<file path="src/rtl/ising_ctrl_pkg.sv">
// Shared definitions for the Ising run sequencer: FSM states,
// host register offsets and CTRL bit positions.
package ising_ctrl_pkg;

  typedef enum logic [2:0] {
    ST_IDLE    = 3'd0,
    ST_CLEAR   = 3'd1,
    ST_RUN     = 3'd2,
    ST_SETTLE  = 3'd3,
    ST_CAPTURE = 3'd4
  } state_t;

  localparam logic [7:0] ADDR_CTRL          = 8'h00;
  localparam logic [7:0] ADDR_RUN_CYCLES    = 8'h04;
  localparam logic [7:0] ADDR_NUM_RUNS      = 8'h08;
  localparam logic [7:0] ADDR_SETTLE_CYCLES = 8'h0C;

  localparam int CTRL_START_BIT = 0;
  localparam int CTRL_ABORT_BIT = 1;

endpackage

</file>
<file path="src/rtl/ising_spin_sync.sv">
// Two-flop synchronizer bringing the free-running oscillator spin
// states into the clk domain. Runs continuously.
module ising_spin_sync #(
  parameter int N = 64
) (
  input  logic         clk,
  input  logic         axi_rstn,
  input  logic [N-1:0] i_spins,
  output logic [N-1:0] o_spins
);

  logic [N-1:0] r_meta;
  logic [N-1:0] r_sync;

  // Capture the asynchronous spins, then resample to settle metastability
  always_ff @(posedge clk or negedge axi_rstn) begin
    if (!axi_rstn) begin
      r_meta <= '0;
      r_sync <= '0;
    end else begin
      r_meta <= i_spins;
      r_sync <= r_meta;
    end
  end

  assign o_spins = r_sync;

endmodule

</file>
<file path="src/rtl/ising_run_ctrl.sv">
// Run sequencer for the ising_axi spin array: host register decode,
// clear/anneal/freeze/snapshot sequencing and snapshot handshake.
module ising_run_ctrl
  import ising_ctrl_pkg::*;
#(
  parameter int N          = 64,
  parameter int CNT_W      = 32,
  parameter int CLR_CYCLES = 4,
  parameter int RUN_RST    = 1000,
  parameter int SETTLE_RST = 8
) (
  input  logic             clk,
  input  logic             axi_rstn,
  input  logic             cfg_wr_en,
  input  logic [7:0]       cfg_addr,
  input  logic [31:0]      cfg_wdata,
  input  logic [N-1:0]     spins_in,
  output logic             ising_clr,
  output logic             ising_en,
  output logic [N-1:0]     snap,
  output logic             snap_valid,
  input  logic             snap_ready,
  output logic             busy,
  output logic             done,
  output logic             aborted,
  output logic [CNT_W-1:0] run_cnt
);

  function automatic logic [CNT_W-1:0] f_min1(input logic [CNT_W-1:0] v);
    return (v == '0) ? CNT_W'(1) : v;
  endfunction

  // Settle must outlast the two synchronizer flops.
  function automatic logic [CNT_W-1:0] f_min2(input logic [CNT_W-1:0] v);
    return (v < CNT_W'(2)) ? CNT_W'(2) : v;
  endfunction

  function automatic logic [CNT_W-1:0] f_sat_inc(input logic [CNT_W-1:0] v);
    return (&v) ? v : v + CNT_W'(1);
  endfunction

  logic [CNT_W-1:0] r_run_cycles, r_settle_cycles, r_num_runs;
  logic [CNT_W-1:0] r_sh_run, r_sh_settle, r_sh_num;
  logic [CNT_W-1:0] r_cnt, w_cnt_next;
  state_t           r_state, w_next;
  logic [N-1:0]     w_spins_sync;
  logic             r_clr, r_en, r_snap_valid, r_done, r_aborted;
  logic [N-1:0]     r_snap;
  logic [CNT_W-1:0] r_run_cnt;
  logic             w_ctrl_wr, w_abort, w_start, w_timer_done, w_hs, w_last;

  ising_spin_sync #(.N(N)) u_sync (
    .clk      (clk),
    .axi_rstn (axi_rstn),
    .i_spins  (spins_in),
    .o_spins  (w_spins_sync)
  );

  assign w_ctrl_wr    = cfg_wr_en && (cfg_addr == ADDR_CTRL);
  assign w_abort      = w_ctrl_wr && cfg_wdata[CTRL_ABORT_BIT];
  // ABORT in the same beat drops START; START while busy is ignored.
  assign w_start      = w_ctrl_wr && cfg_wdata[CTRL_START_BIT] && !w_abort &&
                        (r_state == ST_IDLE);
  assign w_timer_done = (r_cnt == CNT_W'(1));
  assign w_hs         = (r_state == ST_CAPTURE) && snap_ready && !w_abort;
  // Compared one bit wider so a saturated count never wraps onto NUM_RUNS=0.
  assign w_last       = ({1'b0, r_run_cnt} + (CNT_W+1)'(1)) == {1'b0, r_sh_num};

  // Next-state and shared down-counter reload on each timed-state entry
  always_comb begin
    w_next     = r_state;
    w_cnt_next = r_cnt;
    case (r_state)
      ST_IDLE: begin
        if (w_start) begin
          w_next     = ST_CLEAR;
          w_cnt_next = CNT_W'(CLR_CYCLES);
        end
      end
      ST_CLEAR: begin
        if (w_timer_done) begin
          w_next     = ST_RUN;
          w_cnt_next = f_min1(r_sh_run);
        end else begin
          w_cnt_next = r_cnt - CNT_W'(1);
        end
      end
      ST_RUN: begin
        if (w_timer_done) begin
          w_next     = ST_SETTLE;
          w_cnt_next = f_min2(r_sh_settle);
        end else begin
          w_cnt_next = r_cnt - CNT_W'(1);
        end
      end
      ST_SETTLE: begin
        if (w_timer_done) begin
          w_next = ST_CAPTURE;
        end else begin
          w_cnt_next = r_cnt - CNT_W'(1);
        end
      end
      ST_CAPTURE: begin
        if (w_hs) begin
          if (w_last) begin
            w_next = ST_IDLE;
          end else begin
            w_next     = ST_CLEAR;
            w_cnt_next = CNT_W'(CLR_CYCLES);
          end
        end
      end
      default: w_next = ST_IDLE;
    endcase
    if (w_abort) w_next = ST_IDLE;
  end

  // Host-visible configuration registers; writable at any time
  always_ff @(posedge clk or negedge axi_rstn) begin
    if (!axi_rstn) begin
      r_run_cycles    <= CNT_W'(RUN_RST);
      r_settle_cycles <= CNT_W'(SETTLE_RST);
      r_num_runs      <= CNT_W'(1);
    end else if (cfg_wr_en) begin
      if (cfg_addr == ADDR_RUN_CYCLES)    r_run_cycles    <= CNT_W'(cfg_wdata);
      if (cfg_addr == ADDR_SETTLE_CYCLES) r_settle_cycles <= CNT_W'(cfg_wdata);
      if (cfg_addr == ADDR_NUM_RUNS)      r_num_runs      <= CNT_W'(cfg_wdata);
    end
  end

  // Shadow copies frozen at START so mid-sequence writes wait for the next run
  always_ff @(posedge clk or negedge axi_rstn) begin
    if (!axi_rstn) begin
      r_sh_run    <= CNT_W'(RUN_RST);
      r_sh_settle <= CNT_W'(SETTLE_RST);
      r_sh_num    <= CNT_W'(1);
    end else if (w_start) begin
      r_sh_run    <= r_run_cycles;
      r_sh_settle <= r_settle_cycles;
      r_sh_num    <= r_num_runs;
    end
  end

  // State, counter and outputs registered from the next-state decode
  always_ff @(posedge clk or negedge axi_rstn) begin
    if (!axi_rstn) begin
      r_state      <= ST_IDLE;
      r_cnt        <= '0;
      r_clr        <= 1'b0;
      r_en         <= 1'b0;
      r_snap_valid <= 1'b0;
      r_snap       <= '0;
      r_done       <= 1'b0;
      r_aborted    <= 1'b0;
      r_run_cnt    <= '0;
    end else begin
      r_state      <= w_next;
      r_cnt        <= w_cnt_next;
      r_clr        <= (w_next == ST_CLEAR);
      r_en         <= (w_next == ST_RUN);
      r_snap_valid <= (w_next == ST_CAPTURE);
      if ((w_next == ST_CAPTURE) && (r_state != ST_CAPTURE)) r_snap <= w_spins_sync;
      if (w_abort)                r_aborted <= 1'b1;
      else if (w_start)           r_aborted <= 1'b0;
      if (w_start)                r_done    <= 1'b0;
      else if (w_hs && w_last)    r_done    <= 1'b1;
      if (w_start)                r_run_cnt <= '0;
      else if (w_hs)              r_run_cnt <= f_sat_inc(r_run_cnt);
    end
  end

  assign ising_clr  = r_clr;
  assign ising_en   = r_en;
  assign snap       = r_snap;
  assign snap_valid = r_snap_valid;
  assign busy       = (r_state != ST_IDLE);
  assign done       = r_done;
  assign aborted    = r_aborted;
  assign run_cnt    = r_run_cnt;

endmodule

</file>
<file path="config.mk">
export PLATFORM = sky130hd
export DESIGN_NAME = ising_run_ctrl
export DESIGN_NICKNAME = d
export VERILOG_FILES = /design/src/rtl/ising_ctrl_pkg.sv /design/src/rtl/ising_spin_sync.sv /design/src/rtl/ising_run_ctrl.sv
export SDC_FILE = /design/constraint.sdc
export NUM_CORES = 1
export LEC_CHECK = 0
export CAP_MARGIN = 20
export CORE_ASPECT_RATIO = 1.75
export CORE_UTILIZATION = 48
export CTS_CLUSTER_DIAMETER = 40
export DETAILED_ROUTE_END_ITERATION = 8
export PLACE_DENSITY = 0.8
export SETUP_SLACK_MARGIN = 0.05
export SLEW_MARGIN = 25
export SYNTH_ARGS = -nofsm -noshare
export SYNTH_HDL_FRONTEND = slang
export SYNTH_HIERARCHICAL = 1
export SYNTH_SLANG_ARGS = --single-unit
</file>
<file path="constraint.sdc">
create_clock -name clk -period 3.9 [get_ports clk]
set_input_delay 0.39 -clock clk [delete_from_list [all_inputs] [get_ports clk]]
set_output_delay 0.39 -clock clk [all_outputs]
set_load 0.02 [all_outputs]
</file>
==> results of run 1 <==
==> through the flow <==
| stage | cell area [um^2] | utilization [%] | hold slack (ns) |
|---|---|---|---|
| after floorplan | 18800 | - | 0.0944 |
| after global placement | 21400 | 55.7 | 0.331 |
| after detailed placement | 21400 | 55.7 | 0.335 |
| final | 23100 | 59.9 | 0.257 |
| after global routing | 23100 | 59.9 | 0.233 |
| after CTS | 23000 | 59.8 | 0.237 |
==> worst register-to-register path, stage by stage (launching register included) <==
cell and delay, ns:
dfrtp_1 0.46, ha_1 0.31, and3_1 0.19, nand4_1 0.32
nor2_1 0.17, a2111oi_0 0.57, o2111ai_1 0.20, nor4_1 0.32
and4_1 0.41, o21a_1 0.17, buf_4 0.22, a221o_1 0.19
==> cells in the mapped netlist, types with 9 or more instances <==
cell type | n | area (um^2)
nor2_1 | 67 | 251
nand3_1 | 18 | 90.1
a22oi_1 | 33 | 248
inv_1 | 20 | 75.1
o21ai_0 | 74 | 370
and4_1 | 10 | 87.6
nor4_1 | 22 | 138
a21oi_1 | 36 | 180
mux2_2 | 101 | 1140
nand4_1 | 20 | 125
mux2_4 | 60 | 901
and3_1 | 9 | 56.3
nor3_1 | 27 | 135
o211ai_1 | 9 | 67.6
xor2_1 | 12 | 105
dfrtp_1 | 440 | 11000
clkbuf_1 | 65 | 244
nand2_1 | 343 | 1290
or3_1 | 12 | 75.1
xnor2_1 | 35 | 307
o31ai_1 | 16 | 120
o21ai_1 | 9 | 45.0
o22ai_1 | 10 | 62.6
dfstp_2 | 16 | 420
==> worst max path at each step <==
stage | start | end | slack [ns] | cells after the start
after floorplan | r_cnt[16]$_DFFE_PN0P_ | snap[10]$_DFFE_PN0P_ | 0.81 | 11
after global placement | run_cnt[0]$_DFFE_PN0P_ | r_cnt[14]$_DFFE_PN0P_ | 0.43 | 11
after detailed placement | run_cnt[0]$_DFFE_PN0P_ | r_cnt[12]$_DFFE_PN0P_ | 0.37 | 11
after CTS | run_cnt[0]$_DFFE_PN0P_ | r_cnt[3]$_DFFE_PN0P_ | 0.33 | 11
after global routing | run_cnt[0]$_DFFE_PN0P_ | r_cnt[14]$_DFFE_PN0P_ | 0.05 | 11
final | run_cnt[0]$_DFFE_PN0P_ | r_cnt[3]$_DFFE_PN0P_ | 0.29 | 11
==> sequential cells by signal, summed over array words and instances, names as in the netlist <==
register         count
r_run_cycles        32
snap_valid           1
r_num_runs          32
u_sync/r_meta       64
r_settle_cycles     32
r_sh_run            32
r_cnt               32
r_sh_num            32
run_cnt             32
r_state              3
ising_en             1
ising_clr            1
r_sh_settle         32
snap                64
u_sync/o_spins      64
aborted              1
done                 1
==> report_power, final <==
group	switching [mW]	internal (mW)
Clock	1.95	2.55
Sequential	0.209	4.98
Combinational	0.678	0.500
Total	2.84	8.03
==> layer usage <==
| layer | global-route usage, % | wire (um) |
|---|---|---|
| met5 | 0 | 0 |
| met4 | 14.3 | 2830 |
| met3 | 4.07 | 2720 |
| met1 | 25.8 | 16700 |
| met2 | 42.9 | 24900 |
==> final cells by class <==
cell class,instances,area [um^2]
timing repair buffer,254,2530
clock inverter,24,284
sequential,456,11400
multi-input combinational,1042,6830
fill,2989,15400
inverter,20,75.1
tap,485,607
clock buffer,60,1300
==> logic make-up after synthesis <==
kind of cell               count (synthesis)
adders and majority gates                  3
xor gates and xnor gates                  47
and+or+nand+nor                          573
buffers and inverters                    105
DFF                                      456
AOI/OAI and AO/OA                        257
muxes                                    162
==> summary.md, run 1 <==
| Metric | Value |
|---|---|
| CP Data Arrival Time | `a little over 4 ns` |
| Non-filler cells, final | `about 2300` |
| Mux share of post-synthesis cell area | `between 10% and 20%` |
| Setup tns final | `0 ns` |
| Ys flop type | `dfrtp_1` |
| Synth Area per Inst | `11.7 um^2` |
| Top Family by Delay on Critical Path | `simple AND/OR/NAND/NOR gates` |
| Clock slew at reported path FFs | `roughly 0.07 ns` |
| Fin. Hold Viols | `0` |
| Final setup margin | `just under 0.3 ns` |
| Max-Cap Viols | `0` |
| P_leak | `roughly 11 nW` |
| Tcrit/Tclk final | `between 90% and 100%` |
| Vias in the first global route | `13801` |
| Main combinational cell family by area after synthesis | `simple AND/OR/NAND/NOR gates` |
| Total CTS buffers | `45` |
| DP HPWL | `33.4 mm` |
| Post-Synth Simple-Gate Area | `roughly 14%` |
| Fraction of registers with async set/reset | `between 90% and 100%` |
| Post-CTS Hold Buffers | `1` |
| Die Ht | `264 um` |
| Routed Wire Length | `around 47 mm` |
| Gr usage total | `approximately a quarter` |
| Worst Max-Slew Pin Slew | `between 0.9 and 1 ns` |
| Fmax achieved | `approximately 280 MHz` |
| Number of synthesis warnings | `6` |
| Leading cell type in the layout, fill and taps excluded | `dfrtp_1` |
| Post_cts resized | `0` |
| I/O pin total | `between 200 and 250` |
| Mapped cell area | `~19000 um^2` |
| Hold_sp | `spins_in[59]` |
| Post-Syn Nets | `approximately 1700` |
| DR vias/cell | `approximately 5.7` |
| Final Skew | `around 0.027 ns` |
| Overflow left after global routing | `0` |
| Largest net degree at the start of global routing | `140` |
| Final min period | `3.61 ns` |
| Register area share after synthesis | `between 60% and 70%` |
| Htree depth | `2` |
| Critical Path RT | `4.40 ns` |
| First drt pass iteration count | `5` |
| Power Total | `between 10 and 15 mW` |
| FF-to-FF path depth | `11` |
| DR vias | `~13000` |
| Slew Viols, Final | `0` |
| Critical Path Max Stage Delay | `~0.57 ns` |
| R2r setup slk | `about 0.29 ns` |
| Core area | `about 39000 um^2` |
| Worst Hold End | `u_sync/r_meta[59]$_DFF_PN0_` |
| Initial Util | `between 40% and 50%` |
| Clock Root Buffer | `clkbuf_16` |
| Setup Buffers After CTS | `0` |
| CTS tree | `built` |
| Final net count | `just under 2000` |
| Fraction of the mapped netlist area in compound gates | `under 10%` |
| Sink Count | `roughly 460` |
| Crit Path Max Fanout | `14` |
| Global-route wire length before repair | `~74 mm` |
| Worst Hold Class | `in -> reg` |
| Die footprint | `about 40000 um^2` |
| Initial antenna violation count | `0` |
| Crit-path slowest cell | `a2111oi_0` |
| DRT antenna net count | `0` |
| Initial DRC Count | `between 700 and 800` |
| Xor and xnor fraction of the mapped netlist area | `under 10%` |
| Share of cells above drive strength 1 | `roughly 17%` |
| # DRC | `0` |
| Final setup violation count | `0` |
| Max VDD drop | `~0.34 mV` |
| RSZ-0062 raised after global routing | `false` |
| Crit Reg-Reg Endpoint | `r_cnt[3]$_DFFE_PN0P_` |
| Kind of critical path | `reg -> reg` |
| Worst path cell trace | `ha_1, and3_1, nand4_1, nor2_1, a2111oi_0, o2111ai_1, nor4_1, and4_1, o21a_1, buf_4, a221o_1` |
| Syn-to-layout area delta | `23.0%` |
| Pwr Density | `between 400 and 500 nW/um^2` |
| Pre-CTS WS | `~0.37 ns` |
| Ant. Diodes | `0` |
| WHS Path Cells | `1` |
| Average wire per standard cell | `20.2 um` |
| Worst reg2reg path startpoint | `run_cnt[0]$_DFFE_PN0P_` |
| Most frequent cells in the layout | `440 x dfrtp_1, 343 x nand2_1, 208 x clkdlybuf4s50_1, 101 x mux2_2, 74 x o21ai_0` |
| EDFF count, synth | `0` |
| Die Span X | `~150 um` |
| Yosys reg bits | `about 460` |
| Critical Path Source Type | `register` |
| Rows | `95` |
| Slew HR | `between 30% and 40%` |
| Clk_lat worst skew | `~0.57 ns` |
| Synth Area in Adders | `0.200%` |
| Buffers on Ports | `between 200 and 250` |
| Synthesized instance count | `~1600` |
| WP buf/inv | `1` |
| Crit. End Element | `register` |
| Status | `complete, no violations` |
| RD Place Congestion | `about 0.95` |
| Synth cell types | `slightly below 70` |
| DP Cell Count | `between 2000 and 2500` |
| Clock Tree Buf Depth | `3` |
Note: power is estimated with default switching activity, not from simulation.
==> inputs of run 2 (changes only) <==
CORE_ASPECT_RATIO = 2   (was 1.75)
==> run 2 against run 1 <==
Against the previous run:
- global-route usage is 0.82 points higher
- flip-flop and latch count did not move
- critical path depth decreased by 1
- combinational power is essentially flat
- non-clock buffer count is 4 lower
- die area hardly changed
- power down 0.81%
- critical path type unchanged
- largest power group unchanged
==> summary.md, run 2 (same netlist as run 1, synthesis figures left out) <==
| Metric | Value |
|---|---|
| Setup Buffers After CTS | `0 (unchanged)` |
| Crit-path slowest cell | `or4_4` |
| Sink Count | `456 (unchanged)` |
| Share of cells above drive strength 1 | `16.7% (-0.61 points)` |
| CP endpoint | `snap[14]$_DFFE_PN0P_` |
| Crit. End Element | `register` |
| Tcrit/Tclk final | `92.3% (-0.27 points)` |
| Max VDD drop | `0.338 mV (+0.77%)` |
| Worst Max-Slew Pin Slew | `0.877 ns (-0.0385 ns)` |
| Initial Util | `48.5% (-0.20 points)` |
| Most frequent cells in the layout | `440 x dfrtp_1, 343 x nand2_1, 208 x clkdlybuf4s50_1, 101 x mux2_2, 74 x o21ai_0` |
| Clock Tree Buf Depth | `3 (unchanged)` |
| Rows | `102 (+7.4%)` |
| First drt pass iteration count | `5 (unchanged)` |
| Instance count on the critical path | `10 (-1)` |
| Worst Hold Class | `in -> reg` |
| Initial DRC Count | `732 (-2.0%)` |
| Htree depth | `2 (unchanged)` |
| Total CTS buffers | `43 (-4.4%)` |
| Kind of critical path | `reg -> reg` |
| RD Place Congestion | `0.937 (-1.9%)` |
| Core area | `38700 um^2 (+0.41%)` |
| Final min period | `3.60 ns (-0.0106 ns)` |
| Syn-to-layout area delta | `22.6%` |
| DR vias | `13346 (-0.44%)` |
| Ant. Diodes | `0 (unchanged)` |
| Fin. Hold Viols | `0 (unchanged)` |
| Routed Wire Length | `47.8 mm (+1.3%)` |
| Vias in the first global route | `13994 (+1.4%)` |
| DRT antenna net count | `0 (unchanged)` |
| Slew HR | `41.4% (+2.6 points)` |
| Power Total | `10.8 mW (-0.81%)` |
| Overflow left after global routing | `0 (unchanged)` |
| Die footprint | `39900 um^2 (about the same)` |
| Non-filler cells, final | `2366 (+1.1%)` |
| Die Ht | `282 um (+6.9%)` |
| Buffers on Ports | `209 (unchanged)` |
| Critical Path Max Stage Delay | `0.68 ns (+0.11 ns)` |
| Largest net degree at the start of global routing | `111 (-21%)` |
| Critical path origin | `r_cnt[8]$_DFFE_PN0P_` |
| CP Data Arrival Time | `4.02 ns (-0.09 ns)` |
| Crit Reg-Reg Endpoint | `snap[14]$_DFFE_PN0P_` |
| Slew Viols, Final | `0 (unchanged)` |
| Global-route wire length before repair | `76.2 mm (+2.8%)` |
| P_leak | `10.7 nW (-0.58%)` |
| Final setup violation count | `0 (unchanged)` |
| Clock slew at reported path FFs | `0.07 ns (about the same)` |
| DR vias/cell | `5.64 (-1.5%)` |
| R2r setup slk | `0.30 ns (about the same)` |
| Average wire per standard cell | `20.2 um (+0.26%)` |
| Top Family by Delay on Critical Path | `simple AND/OR/NAND/NOR gates` |
| Pwr Density | `469 nW/um^2 (-0.49%)` |
| Setup tns final | `0 ns (unchanged)` |
| Post-Layout Inst Area | `23000 um^2 (-0.31%)` |
| # DRC | `0 (unchanged)` |
| WP buf/inv | `1 (unchanged)` |
| DP HPWL | `33.9 mm (+1.3%)` |
| Worst reg2reg path startpoint | `r_cnt[8]$_DFFE_PN0P_` |
| Max-Cap Viols | `0 (unchanged)` |
| Clk_lat worst skew | `0.57 ns (about the same)` |
| Fmax achieved | `278 MHz (+0.29%)` |
| Area of placed instances | `21500 um^2 (+0.16%)` |
| Critical Path Source Type | `register` |
| Final core occ | `59.5% (-0.43 points)` |
| Worst path cell trace | `or3_1, nor3_2, nand3_4, or4_4, nor2_8, a21oi_2, nor2_4, and2_4, buf_12, mux2_4` |
| Critical Path RT | `4.32 ns (-0.08 ns)` |
| Leading cell type in the layout, fill and taps excluded | `dfrtp_1` |
| DP Cell Count | `2287 (+1.4%)` |
| I/O pin total | `210 (unchanged)` |
| Clock Root Buffer | `clkbuf_16` |
| Crit Path Max Fanout | `21 (+7)` |
| RSZ-0062 raised after global routing | `false` |
| Fill cell count | `3065 (+2.5%)` |
| CTS tree | `built` |
| Status | `complete, no violations` |
| FF-to-FF path depth | `10 (-1)` |
| Gr usage total | `24.8% (+0.82 points)` |
| Final net count | `1924 (-0.31%)` |
| Initial antenna violation count | `0 (unchanged)` |
| Die Span X | `142 um (-6.4%)` |
| Final Skew | `0.0417 ns (+0.0152 ns)` |
-- run 2: worst min-delay path by stage --
stage                           startpoint                      endpoint  slack (ns)  cells after the start
4_1_cts                       spins_in[35]   u_sync/r_meta[35]$_DFF_PN0_        0.23                      1
2_1_floorplan                     axi_rstn           aborted$_DFFE_PN0P_        0.09                      0
6_report                      spins_in[60]   u_sync/r_meta[60]$_DFF_PN0_        0.26                      1
3_5_place_dp    u_sync/r_meta[2]$_DFF_PN0_   u_sync/o_spins[2]$_DFF_PN0_        0.33                      0
3_3_place_gp   u_sync/r_meta[62]$_DFF_PN0_  u_sync/o_spins[62]$_DFF_PN0_        0.33                      0
5_1_grt                       spins_in[57]   u_sync/r_meta[57]$_DFF_PN0_        0.24                      1
-- run 2: final cells by class --
cell class,instances,area [um^2],share of cell area (%)
sequential,456,11400,49.7
multi-input combinational,1042,6840,29.7
timing repair buffer,250,2490,10.9
clock buffer,57,1210,5.26
tap,520,651,2.83
clock inverter,21,292,1.27
inverter,20,75.1,0.326
-- run 2: routing by layer --
layer | share of wire, % | global-route usage (%) | up-vias
li1 | - | - | 6006
met1 | 34 | 25.5 | 6612
met2 | 53 | 45.4 | 538
met3 | 4.9 | 3.70 | 190
met4 | 7.7 | 17.8 | 0
met5 | 0 | 0 | -
-- run 2: stage by stage --
step,hold slack [ns],worst slack [ns]
6_report,0.263,0.301
5_1_grt,0.242,0.0893
4_1_cts,0.235,0.250
3_5_place_dp,0.335,0.307
3_3_place_gp,0.332,0.272
2_1_floorplan,0.0944,0.813
-- run 2: power by group --
group	total, mW	switching [mW]	internal [mW]
sequential	5.19	0.211	4.98
combinational	1.20	0.698	0.498
clock	4.40	1.90	2.50
-- run 2: what timing repair did --
| action | in CTS | in global routing |
|---|---|---|
| endpoints found under the hold margin | 71 | 0 |
| hold buffers | 1 | 0 |
| gates resized for setup | 0 | 2 |
| setup endpoints to repair | 0 | 31 |
==> RTL change (flow settings as in run 2) <==
Add an input register stage for `cfg_wr_en`, `cfg_addr` and `cfg_wdata`; this delays them by one clock. The other inputs are not delayed to match.
--- a/src/rtl/ising_run_ctrl.sv
+++ b/src/rtl/ising_run_ctrl.sv
@@ -27,2 +27,12 @@
 );
+
+  logic cfg_wr_en_q;
+  logic [7:0] cfg_addr_q;
+  logic [31:0] cfg_wdata_q;
+
+  always_ff @(posedge clk) begin
+    cfg_wr_en_q <= cfg_wr_en;
+    cfg_addr_q  <= cfg_addr;
+    cfg_wdata_q <= cfg_wdata;
+  end
 
@@ -58,6 +68,6 @@
 
-  assign w_ctrl_wr    = cfg_wr_en && (cfg_addr == ADDR_CTRL);
-  assign w_abort      = w_ctrl_wr && cfg_wdata[CTRL_ABORT_BIT];
+  assign w_ctrl_wr    = cfg_wr_en_q && (cfg_addr_q == ADDR_CTRL);
+  assign w_abort      = w_ctrl_wr && cfg_wdata_q[CTRL_ABORT_BIT];
   // ABORT in the same beat drops START; START while busy is ignored.
-  assign w_start      = w_ctrl_wr && cfg_wdata[CTRL_START_BIT] && !w_abort &&
+  assign w_start      = w_ctrl_wr && cfg_wdata_q[CTRL_START_BIT] && !w_abort &&
                         (r_state == ST_IDLE);
@@ -123,6 +133,6 @@
       r_num_runs      <= CNT_W'(1);
-    end else if (cfg_wr_en) begin
-      if (cfg_addr == ADDR_RUN_CYCLES)    r_run_cycles    <= CNT_W'(cfg_wdata);
-      if (cfg_addr == ADDR_SETTLE_CYCLES) r_settle_cycles <= CNT_W'(cfg_wdata);
-      if (cfg_addr == ADDR_NUM_RUNS)      r_num_runs      <= CNT_W'(cfg_wdata);
+    end else if (cfg_wr_en_q) begin
+      if (cfg_addr_q == ADDR_RUN_CYCLES)    r_run_cycles    <= CNT_W'(cfg_wdata_q);
+      if (cfg_addr_q == ADDR_SETTLE_CYCLES) r_settle_cycles <= CNT_W'(cfg_wdata_q);
+      if (cfg_addr_q == ADDR_NUM_RUNS)      r_num_runs      <= CNT_W'(cfg_wdata_q);
     end
Formal check against the unedited RTL: not equivalent (a bounded check fails within 4 cycles, from zero or initial values and one cycle with axi_rstn low).
==> RTL change against run 2 <==
  * Total power is 3.1% higher
  * Sequential cell count increased by 41
  * Setup slack worse by 0.036 ns
  * Clock skew decreased by 0.022 ns
  * Non-clock buffer count grew 9
  * Routed wire length increased by 12%
  * Design area is 6.4% higher
  * Synthesized area up 6.4%
  * Final cell count grew 6.5%
  * Clock power up 6.1%
  * Largest cell class unchanged
==> RTL change: results (changes against run 2) <==
Status
  – Status: finished, final reports clean

Route
  – Mean routed wirelength per cell: 21.2 um (+5.0%)
  – Total Wirelength: 53500 um (+12%)
  – Initial DRC count: 1206 (+65%)
  – Via/cell ratio: 5.77 (+2.2%)
  – Initial DRT Pass Iterations: 9 (+4)

Yosys
  – Leading cell types by count after synthesis: 440 x dfrtp_1, 360 x nand2_1, 100 x mux2_2
  – Top post-synthesis cells by area: dfrtp_1 55%, nand2_1 6.8%, mux2_2 5.6%
  – Mapped Nets: 1844 (+7.6%)
  – Synth Instances: 1733 (+8.1%)
  – Fraction of registers with async set/reset: 91.8% (-8.2 points)
  – Register area share after synthesis: 61.4% (+0.43 points)

Global route
  – First-pass GRT wire length: 84200 um (+10%)
  – Vias in the first global route: 14.8k (+5.8%)
  – GRT Util Overall: 25.6% (+0.85 points)
  – Largest net degree at the start of global routing: 99 (-11%)

Placed design
  – HPWL after DPL: 38800 um (+15%)
  – Gpl congestion: 0.996 (+6.4%)
  – Placed insts: 2435 (+6.5%)

STA
  – Slew HR: 33.1% (-8.3 points)
  – Clock Skews: 0.0201 ns (-0.0216 ns)

Setup path
  – Worst path max stage delay: 0.62 ns (-0.06 ns)
  – R2r startpoint: run_cnt[3]$_DFFE_PN0P_
  – Cell with the largest stage delay on the worst path: nor4_1
  – CP Data Arrival Time: 4.07 ns (+0.05 ns)

CTS
  – CTS buffer count: 46 (+7.0%)
  – H-tree depth: 2 (unchanged)

Layout
  – Nets@finish: 2060 (+7.1%)
  – Ratio of cells with drive above 1 in the final layout: 16.7% (about the same)

Power and ir drop
  – VDD IR-drop max: 461 uV (+36%)
  – Pleak: 11.5 nW (+8.1%)
[RTL change: cell count changes in the layout (fill, tap and decap cells not counted), moves of 15 or more]
cell | before | now
a22oi_1 | 33 | 15
xnor2_1 | 35 | 19
dfxtp_1 | 0 | 41
nand2_1 | 343 | 358
o21ai_0 | 74 | 58
nor2_1 | 66 | 91
a21oi_1 | 36 | 63
[RTL change: logic make-up (layout without fill, tap and decap cells)]
group / after synthesis / after routing / share of synthesized area (%)
buffers and inverters: 104 / 356 / 2.29
flip-flops: 497 / 497 / 61.4
AO/OA/AOI/OAI: 262 / 262 / 8.75
adder cells (fa/ha/maj): 3 / 3 / 0.188
XOR/XNOR: 43 / 43 / 1.89
AND/OR/NAND/NOR: 661 / 661 / 15.2
multiplexers: 163 / 163 / 10.3
[RTL change: what timing repair did]
item | in CTS | in global routing
endpoints found under the hold margin | 81 | 0
endpoints found under the setup margin | 1 | 2
gates resized for setup | 1 | 1
hold buffers | 1 | 0
buffers inserted | 0 | 0
[RTL change: through the flow]
stage | setup slack, ns | cell area, sq um | hold WS [ns]
after floorplan | 0.590 | 20000 | 0.0944
after global placement | -0.0117 | 22800 | 0.332
after detailed placement | 0.0410 | 22800 | 0.335
after CTS | 0.104 | 24500 | 0.229
after global routing | 0.0714 | 24500 | 0.234
final | 0.264 | 24500 | 0.256
[RTL change: power breakdown]
group | switching, W | internal (W) | total [W]
sequential | 0.000231 | 0.00541 | 0.00564
combinational | 0.000440 | 0.000364 | 0.000804
clock | 0.00204 | 0.00263 | 0.00467
total | 0.00271 | 0.00841 | 0.0111
[RTL change: worst paths after layout]
check / end / slack, ns / cells past startpoint
max reg2reg: r_state[0]$_DFF_PN0_ / 0.26 / 8
max: r_state[0]$_DFF_PN0_ / 0.26 / 8
min in group asynchronous: r_sh_settle[23]$_DFFE_PN0P_ / 0.42 / 2
max in group asynchronous: u_sync/r_meta[52]$_DFF_PN0_ / 2.46 / 3
min: cfg_wdata_q[30]$_DFF_P_ / 0.26 / 1
min reg2reg: u_sync/o_spins[30]$_DFF_PN0_ / 0.34 / 0
[RTL change: area by class of cell]
type                            count  area, sq um
Tap cell                          535          669
Inverter                           13         48.8
Multi-Input combinational cell   1132         7300
Clock inverter                     25          305
Sequential cell                   497        12300
Clock buffer                       59         1300
Fill cell                        3300        16500
Timing Repair Buffer              259         2590
[RTL change: routing by layer]
layer	vias up	global-route usage, %	wire [um]
met2	615	46.5	28500
li1	6501	-	-
met1	7222	27.8	18800
met4	0	15.9	3490
met3	194	3.69	2710
met5	-	0	0
